==> src/rtl/estufa_planta_if.sv <==
// Plant-side bundle for the greenhouse climate loop: actuator commands in, sensors/temperature out.
// The controller drives the master modport and the plant model uses the slave modport.
interface estufa_planta_if #(
  parameter int NBITS_TEMP = 8
);
  logic                  heater;
  logic                  cooler;
  logic                  drift_en;
  logic                  load;
  logic [NBITS_TEMP-1:0] load_val;
  logic                  fault_t1;
  logic                  t1;
  logic                  t2;
  logic [NBITS_TEMP-1:0] temp;
  logic                  tick;

  modport master (
    output heater, cooler, drift_en, load, load_val, fault_t1,
    input  t1, t2, temp, tick
  );

  modport slave (
    input  heater, cooler, drift_en, load, load_val, fault_t1,
    output t1, t2, temp, tick
  );
endinterface

==> src/rtl/estufa_planta.sv <==
// Greenhouse plant model: integrates heater/cooler commands into a temperature and drives the
// registered T1/T2 threshold sensors. Define PLANTA_FAULT_EN to let fault_t1 force T1 low.
module estufa_planta #(
  parameter int NBITS_TEMP = 8,
  parameter int T_LOW      = 18,
  parameter int T_HIGH     = 28,
  parameter int T_AMB      = 22,
  parameter int T_RESET    = 22,
  parameter int STEP_DIV   = 4
) (
  input  logic             clk_2,
  input  logic             reset,
  estufa_planta_if.slave   bus
);

  localparam int CW = (STEP_DIV > 1) ? $clog2(STEP_DIV) : 1;
  localparam logic [CW-1:0]         CNT_LAST = CW'(STEP_DIV - 1);
  localparam logic [NBITS_TEMP-1:0] TEMP_MAX = '1;
  localparam logic [NBITS_TEMP-1:0] LOW_V    = NBITS_TEMP'(T_LOW);
  localparam logic [NBITS_TEMP-1:0] HIGH_V   = NBITS_TEMP'(T_HIGH);
  localparam logic [NBITS_TEMP-1:0] AMB_V    = NBITS_TEMP'(T_AMB);
  localparam logic [NBITS_TEMP-1:0] RESET_V  = NBITS_TEMP'(T_RESET);

  logic [CW-1:0]         cnt_q, cnt_next;
  logic                  tick_q;
  logic [NBITS_TEMP-1:0] temp_q, temp_next;
  logic                  t1_q, t2_q;
  logic                  fault_eff;

`ifdef PLANTA_FAULT_EN
  assign fault_eff = bus.fault_t1;
`else
  logic unused_fault_t1;
  assign unused_fault_t1 = bus.fault_t1;
  assign fault_eff       = 1'b0;
`endif

  assign cnt_next = (cnt_q == CNT_LAST) ? '0 : cnt_q + CW'(1);

  // tick_q marks the cycle whose closing edge applies a temperature step.
  always_comb begin
    // NOTE: default first so every path assigns temp_next and no latch is inferred.
    temp_next = temp_q;
    if (bus.load) begin
      temp_next = bus.load_val;
    end else if (tick_q) begin
      unique case ({bus.heater, bus.cooler})
        2'b10: if (temp_q != TEMP_MAX) temp_next = temp_q + NBITS_TEMP'(1);
        2'b01: if (temp_q != '0)       temp_next = temp_q - NBITS_TEMP'(1);
        default: begin
          if (bus.drift_en) begin
            if (temp_q < AMB_V)      temp_next = temp_q + NBITS_TEMP'(1);
            else if (temp_q > AMB_V) temp_next = temp_q - NBITS_TEMP'(1);
          end
        end
      endcase
    end
  end

  // NOTE: non-blocking assignments so every register samples pre-edge values of its peers.
  always_ff @(posedge clk_2) begin
    if (!reset) begin
      cnt_q  <= '0;
      tick_q <= 1'b0;
      temp_q <= RESET_V;
      t1_q   <= (RESET_V >= LOW_V);
      t2_q   <= (RESET_V >= HIGH_V);
    end else begin
      cnt_q  <= cnt_next;
      tick_q <= (cnt_next == CNT_LAST);
      temp_q <= temp_next;
      // Sensors follow the current register, so they lag a temperature change by one cycle.
      t1_q   <= (temp_q >= LOW_V) & ~fault_eff;
      t2_q   <= (temp_q >= HIGH_V);
    end
  end

  assign bus.temp = temp_q;
  assign bus.tick = tick_q;
  assign bus.t1   = t1_q;
  assign bus.t2   = t2_q;

endmodule

==> src/flat_wrapper.sv <==
// flat-port wrapper written by rule: the top's interface ports become plain ports
module estufa_planta_flat 
#(
  parameter int NBITS_TEMP = 8,
  parameter int T_LOW      = 18,
  parameter int T_HIGH     = 28,
  parameter int T_AMB      = 22,
  parameter int T_RESET    = 22,
  parameter int STEP_DIV   = 4
)
  (clk_2, reset, bus_heater, bus_cooler, bus_drift_en, bus_load, bus_load_val, bus_fault_t1, bus_t1, bus_t2, bus_temp, bus_tick);
  estufa_planta_if #(.NBITS_TEMP(NBITS_TEMP)) bus_i ();
  input  logic clk_2;
  input  logic reset;
  input wire logic [$bits(bus_i.heater)-1:0] bus_heater;
  input wire logic [$bits(bus_i.cooler)-1:0] bus_cooler;
  input wire logic [$bits(bus_i.drift_en)-1:0] bus_drift_en;
  input wire logic [$bits(bus_i.load)-1:0] bus_load;
  input wire logic [$bits(bus_i.load_val)-1:0] bus_load_val;
  input wire logic [$bits(bus_i.fault_t1)-1:0] bus_fault_t1;
  output wire logic [$bits(bus_i.t1)-1:0] bus_t1;
  output wire logic [$bits(bus_i.t2)-1:0] bus_t2;
  output wire logic [$bits(bus_i.temp)-1:0] bus_temp;
  output wire logic [$bits(bus_i.tick)-1:0] bus_tick;
  assign bus_i.heater = bus_heater;
  assign bus_i.cooler = bus_cooler;
  assign bus_i.drift_en = bus_drift_en;
  assign bus_i.load = bus_load;
  assign bus_i.load_val = bus_load_val;
  assign bus_i.fault_t1 = bus_fault_t1;
  assign bus_t1 = bus_i.t1;
  assign bus_t2 = bus_i.t2;
  assign bus_temp = bus_i.temp;
  assign bus_tick = bus_i.tick;
  estufa_planta #(.NBITS_TEMP(NBITS_TEMP), .T_LOW(T_LOW), .T_HIGH(T_HIGH), .T_AMB(T_AMB), .T_RESET(T_RESET), .STEP_DIV(STEP_DIV)) u_core (.clk_2(clk_2), .reset(reset), .bus(bus_i));
endmodule
==> config.mk <==
export PLATFORM = sky130hd
export DESIGN_NAME = estufa_planta_flat
export DESIGN_NICKNAME = d
export VERILOG_FILES = /design/src/rtl/estufa_planta_if.sv /design/src/rtl/estufa_planta.sv /design/src/flat_wrapper.sv
export SDC_FILE = /design/constraint.sdc
export NUM_CORES = 1
export LEC_CHECK = 0
export ABC_AREA = 1
export BUFFER_PORTS_ARGS = -buffer_cell sky130_fd_sc_hd__buf_2
export CAP_MARGIN = 20
export CORE_MARGIN = 3
export CORE_UTILIZATION = 56
export CTS_BUF_LIST = sky130_fd_sc_hd__clkbuf_8
export CTS_CLUSTER_DIAMETER = 30
export CTS_CLUSTER_SIZE = 16
export DETAILED_ROUTE_END_ITERATION = 8
export HOLD_SLACK_MARGIN = 0.06
export PLACE_DENSITY = 0.86
export SLEW_MARGIN = 0
export SYNTH_ARGS = -nofsm -noshare
export SYNTH_HDL_FRONTEND = slang
export SYNTH_SLANG_ARGS = --single-unit
==> constraint.sdc <==
create_clock -name clk_2 -period 1.7 [get_ports clk_2]
set_input_delay 0.34 -clock clk_2 [delete_from_list [all_inputs] [get_ports clk_2]]
set_output_delay 0.34 -clock clk_2 [all_outputs]
set_load 0.01 [all_outputs]
==> flow_summary.ini <==
[placement]
gp_congestion = 0.946
dp.cells = 250
dp_hpwl_um = 2470
buffer_ports.inserted = 24
place_area_um2 = 1370

[yosys]
ys_seq_elements = 13
syn_nets = 218
synth_cell_type_count = 25
ys_warn_count = 0
yosysSeqAreaShare = 0.223
synth.avg_cell_area_um2 = 5.97
synth_area_um2 = 1160
syn_inst = 195

[floorplan]
die_w_um = 51.6
rows = 15
core_area_um2 = 1840
dieArea_um2 = 2660
io_pins = 26
fp.dieH_um = 51.6
start_util = 0.633

[power_and_ir_drop]
internal_power_mw = 0.636
peakVddDrop_mv = 0.669
power_density_nw_per_um2 = 703
power_frac_clock = 0.271
pwr-share-seq = 0.369
power.switching_mw = 0.368
switching_share = 0.366
power_frac_comb = 0.360
p_leak_nw = 0.757
p_total_mw = 1.00

[timing]
holdWs_ns = 0.324
fmax_mhz = 624
hold_violations = 0
min_period_over_period = 0.943
tightest_slew_ns = 0.356
setup_viol_count_final = 0
slew_violations = 0
period_needed_ns = 1.60
worst_clock_skew_ns = 0.00528
relSlewSlack = 0.762

[global_routing]
grt_pass1_wl_um = 5010
grt_overflow_total = 0
grtUsageTotal = 0.248
grt_pass1_vias = 1154
grt_max_degree = 14
antenna_found_initial = 0

[cells_and_area]
diodes = 0
syn2layout_area_growth_pct = 22.6
fin_nets = 253
drive_above_1_share = 0.253
stdcell_count = 254
final_area_um2 = 1430

[worst_setup_path]
r2r_setup_slack_ns = 0.1
worstReg2RegStart = u_core.bus.temp[0]
path_class = flip-flop to flip-flop
cp_data_required_time_ns = 1.88
arrival_ns = 1.79
crit_path_start_kind = flip-flop
max_stage_delay_ns = 0.34
crit_fanout = 8
r2r_cells = 10
path_cells = buf_4, ha_2, nand2_2, nor2_4, nand3_2, nand3_4, nand2_4, clkinv_4, nand2_1, a21oi_2
end_kind = flip-flop
reg2reg_to = u_core.bus.temp[5]
critPathSlowestCell = dfxtp_1

[detailed_routing]
drc_errors = 0
drtPass1Iterations = 4
dr_total_vias = 1314
ant_nets = 0
detail_route.wl_per_cell_um = 12.1
vias_per_cell = 5.17
dr.first_iter.drc_count = 37
drt-total-wl_um = 3080

[run]
maxCapViolations = 0

[cts]
cts_tree = built
cts_buffers = 3
cts_buffer_depth = 2
insertion_delay_ns = 0.25
clk_pin_slew_ns = 0.06
ctsHoldBuffers = 0
cts-root-buf = clkbuf_8
ctsHtreeMaxLevel = 1
cts.sinks = 13

[worst_hold_path]
hold_path.startpoint = bus_load_val[1]
hold_class = input port to flip-flop
min_path_cells = 3
holdPathEnd = u_core.bus.temp[1]

[run_status]
outcome = finished, final reports clean
[cells in the final DEF, fill, tap and decap left out]
cell      instances
a21oi_2           2
nand4_1           3
inv_1            21
clkinv_4          1
clkinv_1          1
o211ai_1          1
nand3_1          19
or2_2             1
nand2_4           1
nand2_1          54
ha_2              1
nor2_2            4
ha_1              7
clkbuf_8          3
nor3_1            1
dfxtp_2           1
inv_2             5
a21oi_1           8
nor2_4            1
o21ai_1           3
buf_4            10
dfxtp_1          12
xor2_1            5
nand2_2           2
nor2_1           27
buf_2            24
o21ai_0           9
nand3_2           1
nand3_4           1
[cells by family after synthesis]
group / synth area share
AND/OR/NAND/NOR: 0.435
buffers and inverters: 0.114
AO/OA/AOI/OAI: 0.104
flip-flops: 0.223
adder cells (fa/ha/maj): 0.0859
XOR/XNOR: 0.0376
[what timing repair did]
| action | CTS | global route |
|---|---|---|
| buffers inserted | 0 | 0 |
| setup endpoints to repair | 0 | 7 |
| gates resized for setup | 0 | 7 |
[state kept, by name, summed over array words and instances, names as in the netlist]
register and cells:
u_core.bus.temp 8, u_core.cnt_q 2, u_core.bus.t1 1, u_core.bus.t2 1, u_core.bus.tick 1
[worst max path at each step]
stage	from	endpoint	slack (ns)	cells after the start
global placement	bus_cooler	u_core.bus.temp[2]	0.02	12
detailed placement	bus_cooler	u_core.bus.temp[5]	-0.03	11
CTS	u_core.bus.temp[0]	u_core.bus.temp[5]	0.11	12
finish	u_core.bus.temp[0]	u_core.bus.temp[5]	0.1	10
global route	u_core.bus.temp[0]	u_core.bus.temp[2]	-0.01	11
floorplan	u_core.bus.temp[0]	u_core.bus.temp[3]	0.15	12
[worst max-delay path, delay by kind of cell (launching register included)]
| family | cells | cell delay [ns] |
|---|---|---|
| AO/OA/AOI/OAI | 1 | 0.13 |
| AND/OR/NAND/NOR | 6 | 0.66 |
| adder cells (fa/ha/maj) | 1 | 0.19 |
| buffers and inverters | 2 | 0.22 |
| flip-flops | 1 | 0.34 |
[power by group through the flow]
| stage | sequential [mW] | clock, mW | combinational [mW] |
|---|---|---|---|
| 2_1_floorplan | 0.373 | 0 | 0.235 |
| 3_3_place_gp | 0.373 | 0 | 0.341 |
| 3_5_place_dp | 0.374 | 0 | 0.349 |
| 4_1_cts | 0.367 | 0.274 | 0.351 |
| 5_1_grt | 0.375 | 0.288 | 0.405 |
| 6_report | 0.370 | 0.272 | 0.361 |
[layout make-up]
class                           instances  area, um^2
Multi-Input combinational cell        151         788
Sequential cell                        13         262
Timing Repair Buffer                   34         195
Clock buffer                            3        41.3
Tap cell                               25        31.3
Fill cell                             166         412
Inverter                               27         106
Clock inverter                          1        3.75
[synth_stat cells]
cell,count,area [um^2]
a21oi_1,9,45.0
a21oi_2,1,8.76
buf_4,3,22.5
clkbuf_1,1,3.75
clkinv_1,1,3.75
clkinv_4,1,8.76
dfxtp_1,13,260
ha_1,8,100
inv_1,22,82.6
inv_2,3,11.3
nand2_1,55,206
nand2_2,1,6.26
nand2_4,1,11.3
nand3_1,19,95.1
nand3_2,2,20.0
nand4_1,3,18.8
nor2_1,27,101
nor2_2,4,25.0
nor2_4,1,11.3
nor3_1,1,5.00
o211ai_1,1,7.51
o21ai_0,9,45.0
o21ai_1,3,15.0
or2_2,1,6.26
xor2_1,5,43.8
[metrics by stage]
step | setup slack, ns | setup TNS (ns) | util
floorplan | 0.145 | 0 | -
global placement | 0.0229 | 0 | 0.742
detailed placement | -0.0270 | -0.107 | 0.742
CTS | 0.109 | 0 | 0.767
global route | -0.0148 | -0.0335 | 0.776
finish | 0.0974 | 0 | 0.776
[per-layer routing]
layer  global-route usage  vias up  wire (um)
met4               0.0568        0         75
met1                0.316      573       1390
met5                    0        -          0
met3               0.0516       10        185
li1                     -      680          -
met2                0.426       51       1430
No activity file was read; power rests on OpenSTA's default activity.
